File: config.mk
export PLATFORM = sky130hd
export DESIGN_NAME = llc_trace_feeder_flat
export DESIGN_NICKNAME = d
export VERILOG_FILES = /design/src/rtl/llc_trace_feeder_if.sv /design/src/rtl/llc_trace_feeder.sv /design/src/flat_wrapper.sv
export SDC_FILE = /design/constraint.sdc
export NUM_CORES = 1
export LEC_CHECK = 0
export BUFFER_PORTS_ARGS = -buffer_cell sky130_fd_sc_hd__buf_2
export CELL_PAD_IN_SITES_DETAIL_PLACEMENT = 0
export CELL_PAD_IN_SITES_GLOBAL_PLACEMENT = 1
export CORE_ASPECT_RATIO = 1.4
export CORE_MARGIN = 2
export CORE_UTILIZATION = 45
export DETAILED_ROUTE_END_ITERATION = 10
export PLACE_DENSITY = 0.74
export SLEW_MARGIN = 20
export SYNTH_ARGS = -nofsm -noshare
export SYNTH_HDL_FRONTEND = slang
export SYNTH_SLANG_ARGS = --single-unit
export TNS_END_PERCENT = 30
File: constraint.sdc
create_clock -name clk -period 5.3 [get_ports clk]
set_input_delay 1.06 -clock clk [delete_from_list [all_inputs] [get_ports clk]]
set_output_delay 1.06 -clock clk [all_outputs]
set_load 0.01 [all_outputs]
File: src/rtl/llc_trace_feeder_if.sv
// Trace feeder bus: the source-side valid/ready command handshake plus the
// LLC-side issue signals (op/addr/issue_valid) and the LLC's hold back-pressure.
//   in_valid/in_ready/in_op/in_addr : command source -> feeder
//   llc_op/llc_addr/issue_valid     : feeder -> LLC
//   hold                            : LLC -> feeder, stretch current command
// Modports: master = source/LLC side (bench), slave = feeder side.
interface llc_trace_feeder_if #(
  parameter int ADDR_W = 32
);
  logic              in_valid;
  logic              in_ready;
  logic [3:0]        in_op;
  logic [ADDR_W-1:0] in_addr;
  logic              hold;
  logic [31:0]       llc_op;
  logic [ADDR_W-1:0] llc_addr;
  logic              issue_valid;

  modport master (
    output in_valid, in_op, in_addr, hold,
    input  in_ready, llc_op, llc_addr, issue_valid
  );

  modport slave (
    input  in_valid, in_op, in_addr, hold,
    output in_ready, llc_op, llc_addr, issue_valid
  );
endinterface

File: src/rtl/llc_trace_feeder.sv
// llc_trace_feeder: buffers decoded trace commands in a FIFO and presents one
// command per issue slot to the LLC, stretching it while the LLC asserts hold.
// Illegal op codes are handshaken but dropped and counted.
// Ports:
//   clk, rst_n  : clock, asynchronous active-low reset
//   bus (slave) : source handshake in, LLC op/addr/issue_valid out, hold in
//   drained     : FIFO empty and no command on the LLC inputs
//   level       : FIFO occupancy
//   issue_cnt   : completed commands (issue_valid && !hold)
//   drop_cnt    : illegal commands discarded (saturating)
// Optional (macro LLC_FEED_ORDER_CHECK_EN): last_seq, seq_err -- per-entry
// sequence tags checking that completions come out in push order.
module llc_trace_feeder #(
  parameter int DEPTH   = 8,
  parameter int ADDR_W  = 32,
  parameter int IDLE_OP = 7
) (
  input  logic                   clk,
  input  logic                   rst_n,
  llc_trace_feeder_if.slave      bus,
  output logic                   drained,
  output logic [$clog2(DEPTH):0] level,
  output logic [31:0]            issue_cnt,
  output logic [15:0]            drop_cnt
`ifdef LLC_FEED_ORDER_CHECK_EN
  ,
  output logic [31:0]            last_seq,
  output logic                   seq_err
`endif
);
  localparam int PTR_W = $clog2(DEPTH);
  localparam int LVL_W = PTR_W + 1;

  typedef enum logic {S_IDLE, S_ISSUE} state_t;

  logic [3:0]        op_mem   [DEPTH];
  logic [ADDR_W-1:0] addr_mem [DEPTH];
  logic [PTR_W-1:0]  wr_ptr, rd_ptr;
  logic              full, empty, legal, accept, push, drop, pop, done;
  logic [31:0]       op_q;
  logic [ADDR_W-1:0] addr_q;
  state_t            state, state_nxt;

  assign full  = (level == LVL_W'(DEPTH));
  assign empty = (level == '0);

  // Ready depends on registered occupancy only: a full FIFO refuses input
  // even when it pops in the same cycle.
  assign bus.in_ready = !full;

  always_comb begin
    legal = 1'b0;
    case (bus.in_op)
      4'd0, 4'd1, 4'd2, 4'd3, 4'd4, 4'd5, 4'd6, 4'd8, 4'd9: legal = 1'b1;
      default: legal = 1'b0;
    endcase
  end

  assign accept = bus.in_valid && bus.in_ready;
  assign push   = accept && legal;
  assign drop   = accept && !legal;

  // Issue FSM: IDLE loads the head when available; ISSUE either stretches
  // (hold) or completes and reloads back-to-back.
  always_ff @(posedge clk or negedge rst_n) begin
    if (!rst_n) state <= S_IDLE;
    else        state <= state_nxt;
  end

  always_comb begin
    state_nxt = state;
    pop       = 1'b0;
    done      = 1'b0;
    case (state)
      S_IDLE: begin
        if (!empty) begin
          pop       = 1'b1;
          state_nxt = S_ISSUE;
        end
      end
      S_ISSUE: begin
        if (!bus.hold) begin
          done = 1'b1;
          if (!empty) pop       = 1'b1;
          else        state_nxt = S_IDLE;
        end
      end
      default: state_nxt = S_IDLE;
    endcase
  end

  // Storage needs no reset; occupancy is tracked by level.
  always_ff @(posedge clk) begin
    if (push) begin
      op_mem[wr_ptr]   <= bus.in_op;
      addr_mem[wr_ptr] <= bus.in_addr;
    end
  end

  always_ff @(posedge clk or negedge rst_n) begin
    if (!rst_n) begin
      wr_ptr    <= '0;
      rd_ptr    <= '0;
      level     <= '0;
      op_q      <= 32'(IDLE_OP);
      addr_q    <= '0;
      issue_cnt <= '0;
      drop_cnt  <= '0;
    end else begin
      // DEPTH is a power of two, so pointers wrap naturally.
      if (push) wr_ptr <= wr_ptr + 1'b1;
      if (pop)  rd_ptr <= rd_ptr + 1'b1;
      level <= level + LVL_W'(push) - LVL_W'(pop);
      if (pop) begin
        op_q   <= {28'd0, op_mem[rd_ptr]};
        addr_q <= addr_mem[rd_ptr];
      end else if (done) begin
        op_q   <= 32'(IDLE_OP);
        addr_q <= '0;
      end
      if (done) issue_cnt <= issue_cnt + 1'b1;
      if (drop && drop_cnt != 16'hFFFF) drop_cnt <= drop_cnt + 1'b1;
    end
  end

  assign bus.llc_op      = op_q;
  assign bus.llc_addr    = addr_q;
  assign bus.issue_valid = (state == S_ISSUE);
  assign drained         = empty && (state == S_IDLE);

`ifdef LLC_FEED_ORDER_CHECK_EN
  logic [31:0] seq_mem [DEPTH];
  logic [31:0] push_seq, cur_seq;

  always_ff @(posedge clk) begin
    if (push) seq_mem[wr_ptr] <= push_seq;
  end

  // last_seq sits at all-ones until the first completion so that tag 0
  // checks as the in-order successor.
  always_ff @(posedge clk or negedge rst_n) begin
    if (!rst_n) begin
      push_seq <= '0;
      cur_seq  <= '0;
      last_seq <= '1;
      seq_err  <= 1'b0;
    end else begin
      if (push) push_seq <= push_seq + 1'b1;
      if (pop)  cur_seq  <= seq_mem[rd_ptr];
      if (done) begin
        last_seq <= cur_seq;
        if (cur_seq != last_seq + 32'd1) seq_err <= 1'b1;
      end
    end
  end
`endif
endmodule

File: src/flat_wrapper.sv
// flat-port wrapper written by rule: the top's interface ports become plain ports
module llc_trace_feeder_flat 
#(
  parameter int DEPTH   = 8,
  parameter int ADDR_W  = 32,
  parameter int IDLE_OP = 7
)
  (clk, rst_n, drained, level, issue_cnt, drop_cnt, bus_in_valid, bus_in_op, bus_in_addr, bus_hold, bus_in_ready, bus_llc_op, bus_llc_addr, bus_issue_valid);
  llc_trace_feeder_if #(.ADDR_W(ADDR_W)) bus_i ();
  input  logic clk;
  input  logic rst_n;
  output logic drained;
  output logic [$clog2(DEPTH):0] level;
  output logic [31:0] issue_cnt;
  output logic [15:0] drop_cnt;
  input wire logic [$bits(bus_i.in_valid)-1:0] bus_in_valid;
  input wire logic [$bits(bus_i.in_op)-1:0] bus_in_op;
  input wire logic [$bits(bus_i.in_addr)-1:0] bus_in_addr;
  input wire logic [$bits(bus_i.hold)-1:0] bus_hold;
  output wire logic [$bits(bus_i.in_ready)-1:0] bus_in_ready;
  output wire logic [$bits(bus_i.llc_op)-1:0] bus_llc_op;
  output wire logic [$bits(bus_i.llc_addr)-1:0] bus_llc_addr;
  output wire logic [$bits(bus_i.issue_valid)-1:0] bus_issue_valid;
  assign bus_i.in_valid = bus_in_valid;
  assign bus_i.in_op = bus_in_op;
  assign bus_i.in_addr = bus_in_addr;
  assign bus_i.hold = bus_hold;
  assign bus_in_ready = bus_i.in_ready;
  assign bus_llc_op = bus_i.llc_op;
  assign bus_llc_addr = bus_i.llc_addr;
  assign bus_issue_valid = bus_i.issue_valid;
  llc_trace_feeder #(.DEPTH(DEPTH), .ADDR_W(ADDR_W), .IDLE_OP(IDLE_OP)) u_core (.clk(clk), .rst_n(rst_n), .bus(bus_i), .drained(drained), .level(level), .issue_cnt(issue_cnt), .drop_cnt(drop_cnt));
endmodule
After elaboration in Yosys (flattened, before gate mapping). Memories as Yosys holds them, arrays and structs flattened. Cells that the tools add are included.

Bits in registers: 123. Memory bits (writable): 288. Memory bits (read-only): 16. Bits of input ports: 40. Output and inout bits: 119. Word-level logic and storage cells: 42. Memories: 3.

Add/sub/neg operators: 6. Equality and inequality tests: 2. Multiplexer cells: 13. Bitwise gates (word level): 1. Reduce and logical (&&, ||, !) cells: 9.

Memories: u_core.addr_mem (words 8, bits a word 32, read ports 1, clocked after memory_dff 0, wr ports 1, RTL line llc_trace_feeder.sv:37) `logic [ADDR_W-1:0] addr_mem [DEPTH];`; u_core.op_mem (words 8, bits a word 4, read ports 1, clocked after memory_dff 0, wr ports 1, RTL line llc_trace_feeder.sv:36) `logic [3:0] op_mem [DEPTH];`; (name not given) (words 16, bits a word 1, read ports 1, clocked after memory_dff 0, wr ports 0, RTL line llc_trace_feeder.sv:53) `case (bus.in_op)`.

Operators with widths (count): 2-to-1 mux 32 bit (4); adder 32 x 1 -> 32 bit (second input constant) (1); adder 16 x 1 -> 16 bit (second input constant) (1); != test 16 bit (second input constant) (1); 2-to-1 mux 1 bit (7); adder 3 x 1 -> 3 bit (second input constant) (2); logical AND 1 bit (5); adder 4 x 1 -> 4 bit (1); equality test 4 bit (second input constant) (1); logical NOT 4 bit (1); case mux 1 bit (2 select lines) (2); subtractor 4 x 1 -> 4 bit (1); logical NOT 1 bit (2); nonzero test 2 bit (1); inverter 1 bit (1).

Depth between registers and ports, before layout. Gate-level depths: netlist (run 1).

Depth in word-level cells: 6. Depth in mapped cells: 11.

Worst setup path before layout (run 1). Ideal clock, no wire load.

Path kind: input port to flip-flop. Start point: input bus_in_op[1]. End point: memory u_core.addr_mem[2][0] (enable). Setup time: 532 ps. Data arrival time: 5389 ps. Path slack: -621 ps. Stages on the path: 4. Path buffers: 0. Cells stage by stage: o21ai_0 and2_1 nand2_1 nor4b_1.

Cells in the longest elaborated chain, start to end: 4.

RTL lines: start: declaration (RTL line flat_wrapper.sv:17) `input wire logic [$bits(bus_i.in_op)-1:0] bus_in_op;`; memory read (16 x 1 bit); logical AND 1 bit (RTL line llc_trace_feeder.sv:60) `assign push = accept && legal;`; 2-to-1 mux 1 bit (RTL line llc_trace_feeder.sv:94) `if (push) begin`; 2-to-1 mux 1 bit (implied by the code) (RTL line llc_trace_feeder.sv:96) `addr_mem[wr_ptr] <= bus.in_addr;`; end: declaration (RTL line llc_trace_feeder.sv:37).

Every way passes these cells.

Final worst setup path (run 1).
Start point: register u_core.level[2]. End point: output drained.

Cells in the longest elaborated chain, start to end: 2.

RTL lines: start: declaration (RTL line llc_trace_feeder.sv:22) `output logic [$clog2(DEPTH):0] level,`; start signal: assignment (RTL line llc_trace_feeder.sv:113) `level <= level + LVL_W'(push) - LVL_W'(pop);`; logical NOT 4 bit (RTL line llc_trace_feeder.sv:45) `assign empty = (level == '0);`; logical AND 1 bit (RTL line llc_trace_feeder.sv:129) `assign drained = empty && (state == S_IDLE);`; end: declaration (RTL line flat_wrapper.sv:12) `output logic drained;`.

Every way passes these cells.

==> reports/qor.yml, run 1 <==
critical_path:
  slowest_stage: "or3b_2"
  max_stage_delay_ns: 0.50
  cp-start-kind: "flip-flop"
  critPathCaptureType: "output pin"
  cp_top_family: "simple AND/OR/NAND/NOR gates"
  crit_arrival_ns: 1.99
  crit_required_ns: 4.24
  crit_type: "flip-flop to output pin"
  worstReg2RegStart: "u_core.level[2]"
  crit_chain: "inv_1 > ha_1 > or3b_2 > nor2_1 > buf_2"
  setup.worst_path.start: "u_core.level[2]"
  reg2reg_slack_ns: 2.26
  cp_max_fo: 3
  critPathBufInv: 2
timing:
  hold_slack_ns: 0.4644
  fin_setup_tns_ns: 0
  final.min_clock_period_ns: 3.052
  finalCritPeriodShare: 0.5758
  setup_viol: 0
  hold_viol: 0
  setup_slack_ns: 2.248
  skew_ns: 0.01496
  fmax_ghz: 0.3277
  tightestPinTransition_ns: 0.9317
  rsz0062_at_grt: "false"
  relSlewSlack: 0.3737
  drv_slew: 0
drt:
  antenna_left: 0
  wl_per_cell_um: 20.15
  vias_per_cell: 5.260
  drt_iter0_markers: 521
  first_pass_iters: 5
  drc: 0
  totalWireLength_um: 29460
  via_count: 7690
place:
  io_buffers: 130
  pre_cts_ws_ns: 1.818
  place_hpwl_um: 17550
  place_congestion: 0.7131
  dp_cells: 1392
power_and_ir_drop:
  leakage_uw: 0.006492
  powerDensity_mw_per_mm2: 493.0
  peakVddDrop_mv: 0.2478
die:
  fp.dieH_um: 221.3
  dieWidth_um: 159.2
  dieArea_mm2: 0.03524
  ioPinCount: 159
  fp.coreArea_mm2: 0.03321
  fp-row-count: 79
  start_util: 0.4571
grt:
  grt_util_all_layers: 0.1689
  grt_overflow: 0
  grt_pass1_wl_um: 46550
  grt_pass1_vias: 8098
  antenna_found_initial: 3
  grt_max_degree: 58
clock_network:
  numCtsBuffers: 36
  clkSinkCount: 383
  cts.reportedPaths.clkPinSlew_ns: 0.06
  htreeDepth: 2
  cts_resized: 0
  tritoncts: "done"
  clk_latency_ns: 0.53
  clk_path_buf_depth: 3
  cts-root-buf: "clkbuf_16"
  cts_setup_buffers: 0
  postCtsHoldBufs: 0
logic_synthesis:
  synth-async-reset-ratio: 0.2480
  ys_types: 50
  synth_cells: 832
  synth_edf_count: 288
  synth_area_per_cell_um2: 18.24
  ys_ff_latch: 383
  synth_ff_type: "edfxtp_1"
  ys_warn_count: 0
  yosysSeqAreaShare: 0.7266
  synthesis.area_mm2: 0.01518
finish:
  fin_util: 0.5290
  instances_no_fill: 1462
  area_growth_pct: 15.74
  fin_nets: 1037
  final_cell_mix: "edfxtp_1, buf_2, dfrtp_1, mux4_2, nand2_1"
  final_common_cell: "edfxtp_1"
  drive_above_1_share: 0.2978
status:
  outcome: "complete, no violations"
hold_path:
  hp-start: "u_core.issue_cnt[31]"
  hold_class: "flip-flop to flip-flop"
run:
  cap_viol_max_count: 0
==> where the power goes <==
group          switching [uW]  internal, uW  total, uW
combinational             947           996       1940
sequential                452          3660       4120
clock                    1080          1520       2600
total                    2480          6180       8660
==> per-stage QoR <==
step	area, um^2	total power, uW
2_1_floorplan	15290	5457
3_3_place_gp	16340	6141
3_5_place_dp	16340	6175
4_1_cts	17530	8787
5_1_grt	17560	9098
6_report	17570	8661
==> Yosys cell counts (all sizes together) (5+ instances only) <==
cell type | n | share of area
edfxtp | 288 | 0.57
nand2 | 58 | 0.014
nor2 | 14 | 0.0035
inv | 17 | 0.0042
dfrtp | 92 | 0.15
xnor2 | 39 | 0.023
nand4 | 18 | 0.0094
xor2 | 13 | 0.0075
buf | 49 | 0.021
mux2i | 36 | 0.024
mux4 | 72 | 0.11
o211ai | 5 | 0.0025
nor3 | 9 | 0.0033
clkbuf | 10 | 0.0025
o21ai | 36 | 0.012
nor4 | 7 | 0.0045
nand3 | 17 | 0.0056
ha | 10 | 0.0082
==> final timing paths <==
kind / endpoint / cells past startpoint
max in group asynchronous: u_core.bus.llc_op[1] / 2
min in group asynchronous: u_core.issue_cnt[9] / 1
max reg2reg: u_core.level[2] / 12
min: u_core.issue_cnt[31] / 1
max: drained / 5
min reg2reg: u_core.issue_cnt[31] / 1
==> sequential cells by signal, indices dropped and copies added (netlist names), 3 cells and up <==
signal	count
u_core.drop_cnt	16
u_core.bus.llc_op	4
u_core.level	4
u_core.wr_ptr	3
u_core.addr_mem	256
u_core.bus.llc_addr	32
u_core.rd_ptr	3
u_core.op_mem	32
u_core.issue_cnt	32
==> area by class of cell <==
class | instances | area, um^2
clock inverters | 16 | 191.4
flip-flops and latches | 383 | 11040
clock buffers | 50 | 998.5
fillers | 2698 | 15640
diodes | 3 | 7.507
inverters | 17 | 63.81
multi-input cells | 400 | 3904
well taps | 445 | 556.8
repair buffers | 148 | 808.3
==> cell families after synthesis <==
logic type,count (synthesis),synth area share
mux,111,0.1328
buf+inv,76,0.02761
simple gates,148,0.05432
fa+ha+maj,11,0.009562
flops,383,0.7266
xor+xnor,52,0.03000
other cells,1,0.0002470
compound gates,50,0.01888
==> metal layers <==
layer	share of wire	global-route usage	vias to the layer above
li1	-	-	3485
met1	0.42	0.2174	3982
met2	0.52	0.2959	177
met3	0.042	0.03168	44
met4	0.019	0.04428	2
met5	0.00044	0	-
(Power assumes the default switching activity.)
==> run 2: changes to the inputs <==
--- a/config.mk
+++ b/config.mk
@@ -10,9 +10,9 @@
 export CELL_PAD_IN_SITES_GLOBAL_PLACEMENT = 1
 export CORE_ASPECT_RATIO = 1.4
 export CORE_MARGIN = 2
-export CORE_UTILIZATION = 45
+export CORE_UTILIZATION = 50
 export DETAILED_ROUTE_END_ITERATION = 10
-export PLACE_DENSITY = 0.74
+export PLACE_DENSITY = 0.78
 export SLEW_MARGIN = 20
 export SYNTH_ARGS = -nofsm -noshare
 export SYNTH_HDL_FRONTEND = slang
==> constraint.sdc (replaced) <==
create_clock -name clk -period 3.1 [get_ports clk]
set_input_delay 0.62 -clock clk [delete_from_list [all_inputs] [get_ports clk]]
set_output_delay 0.62 -clock clk [all_outputs]
set_load 0.01 [all_outputs]
==> run 2 against run 1 <==
Against the previous run: clock power grew 67%; core utilization grew 5.8 points; register-to-register slack lost 1.7 ns; global-route usage grew 2.7 points; non-clock buffer count grew 11; largest power group unchanged; worst hold slack lost 0.38 ns; clock skew grew 0.00085 ns; critical path depth is the same.
==> reports/qor.yml, run 2 (synthesis gave the netlist of run 1 again) <==
die:
  fp.dieH_um: 210.2  # -5.0%
  start_util: 0.5071  # +0.05003
  dieArea_mm2: 0.03179  # -9.8%
  dieWidth_um: 151.3  # -5.0%
  ioPinCount: 159  # unchanged
  fp-row-count: 75  # -5.1%
  fp.coreArea_mm2: 0.02994  # -9.9%
grt:
  grt_pass1_vias: 8217  # +1.5%
  grt_max_degree: 43  # -26%
  antenna_found_initial: 4  # +1
  grt_overflow: 0  # unchanged
  use_met1: 0.2480  # +0.03059
  grt-busiest-layer: "met2"
  grt_pass1_wl_um: 47040  # +1.1%
  grt_use_met3: 0.03983  # +0.008149
  met2_usage: 0.3434  # +0.04749
  grt_util_all_layers: 0.1959  # +0.02698
clock_network:
  tritoncts: "done"
  cts-root-buf: "clkbuf_16"
  clkSinkCount: 383  # unchanged
  postCtsHoldBufs: 0  # unchanged
  clk_path_buf_depth: 3  # unchanged
  cts_resized: 0  # unchanged
  clk_latency_ns: 0.52  # about the same
  cts.reportedPaths.clkPinSlew_ns: 0.06  # about the same
  cts_setup_buffers: 0  # unchanged
  htreeDepth: 2  # unchanged
  numCtsBuffers: 35  # -2.8%
run:
  cap_viol_max_count: 0  # unchanged
critical_path:
  critPathCaptureType: "output pin"
  crit_arrival_ns: 1.96  # -0.03 ns
  crit_type: "flip-flop to output pin"
  crit_required_ns: 2.48  # -1.76 ns
  cp_max_fo: 3  # unchanged
  cp-start-kind: "flip-flop"
timing:
  drv_slew: 0  # unchanged
  setup_slack_ns: 0.5186  # -1.730 ns
  finalCritPeriodShare: 0.8327
  relSlewSlack: 0.3899  # +0.01620
  setup_viol: 0  # unchanged
  hold_viol: 0  # unchanged
  skew_ns: 0.01581  # +0.0008497 ns
  tightestPinTransition_ns: 0.9151  # -0.01655 ns
  fmax_ghz: 0.3874
  final.min_clock_period_ns: 2.581
  rsz0062_at_grt: "false"
status:
  outcome: "complete, no violations"
power_and_ir_drop:
  powerDensity_mw_per_mm2: 843.7  # +71%
  leakage_uw: 0.006552  # +0.92%
  fin_total_pwr_uw: 14830  # +71%
  peakVddDrop_mv: 0.4080  # +65%
place:
  place_area_mm2: 0.01641  # +0.44%
  place_hpwl_um: 18650  # +6.3%
  pre_cts_ws_ns: 0.4956  # -1.322 ns
  place_congestion: 0.7234  # +1.4%
  io_buffers: 130  # unchanged
drt:
  first_pass_iters: 4  # -1
  vias_per_cell: 5.488  # +4.3%
  wl_per_cell_um: 21.31  # +5.8%
  antenna_left: 0  # unchanged
  totalWireLength_um: 30010  # +1.9%
  via_count: 7727  # +0.48%
  drc: 0  # unchanged
  drt_iter0_markers: 438  # -16%
finish:
  postLayoutCellArea_mm2: 0.01758  # about the same
  final_cell_mix: "edfxtp_1, buf_2, dfrtp_1, mux4_2, nand2_1"
  drive_above_1_share: 0.3063  # +0.008432
  fin_util: 0.5871  # +0.05816
  area_growth_pct: 15.78  # about the same
  final_common_cell: "edfxtp_1"
  regMostFlops: "u_core.addr_mem"
  largest_reg_flops: 256  # unchanged
  fin_nets: 1047  # +0.96%
hold_path:
  hold_class: "input port to async pin"
[run 2: layout make-up]
| type | instances | area [um^2] |
|---|---|---|
| Timing Repair Buffer | 159 | 908.4 |
| Clock inverter | 17 | 188.9 |
| Inverter | 17 | 63.81 |
| Fill cell | 2221 | 12360 |
| Sequential cell | 383 | 11040 |
| Clock buffer | 46 | 969.7 |
| Antenna cell | 1 | 2.502 |
| Tap cell | 385 | 481.7 |
| Multi-Input combinational cell | 400 | 3923 |
[run 2: final timing paths]
| path | end | slack (ns) | start | cells past startpoint |
|---|---|---|---|---|
| worst max-delay path | drained | 0.52 | u_core.level[2] | 5 |
| worst min-delay path | u_core.issue_cnt[5] | 0.09 | rst_n | 1 |
| worst max register to register | u_core.level[2] | 0.55 | u_core.level[2] | 11 |
| worst min register to register | u_core.issue_cnt[31] | 0.47 | u_core.issue_cnt[31] | 1 |
| max in group asynchronous | u_core.rd_ptr[1] | 2.28 | rst_n | 2 |
| min in group clk | u_core.addr_mem[0][28] | 0.37 | bus_in_addr[28] | 1 |
[run 2: power breakdown]
part / switching (uW) / leakage, uW / internal (uW)
clock: 1800 / 0.000570 / 2550
combinational: 1720 / 0.00217 / 1780
sequential: 724 / 0.00381 / 6260
total: 4240 / 0.00655 / 10600
[run 2: through the flow]
step / std cells / hold WS, ns / TNS (ns)
floorplan: 859 / 0.3244 / -181.07
finish: 1408 / 0.08561 / 0
global placement: 1344 / 0.4573 / 0
detailed placement: 1344 / 0.4581 / 0
global route: 1407 / 0.1082 / 0
CTS: 1407 / 0.07977 / 0
[run 2: layer usage]
metal	part of all wire	routed length (um)
met1	0.40	11930
met3	0.058	1735
met4	0.020	603
met2	0.52	15700
met5	0.0012	36
[run 2: worst max-delay path: stages, from the launching register on]
cell	delay, ns
dfrtp_1	0.37
inv_1	0.09
ha_1	0.16
or3b_2	0.50
nor2_1	0.16
buf_2	0.16
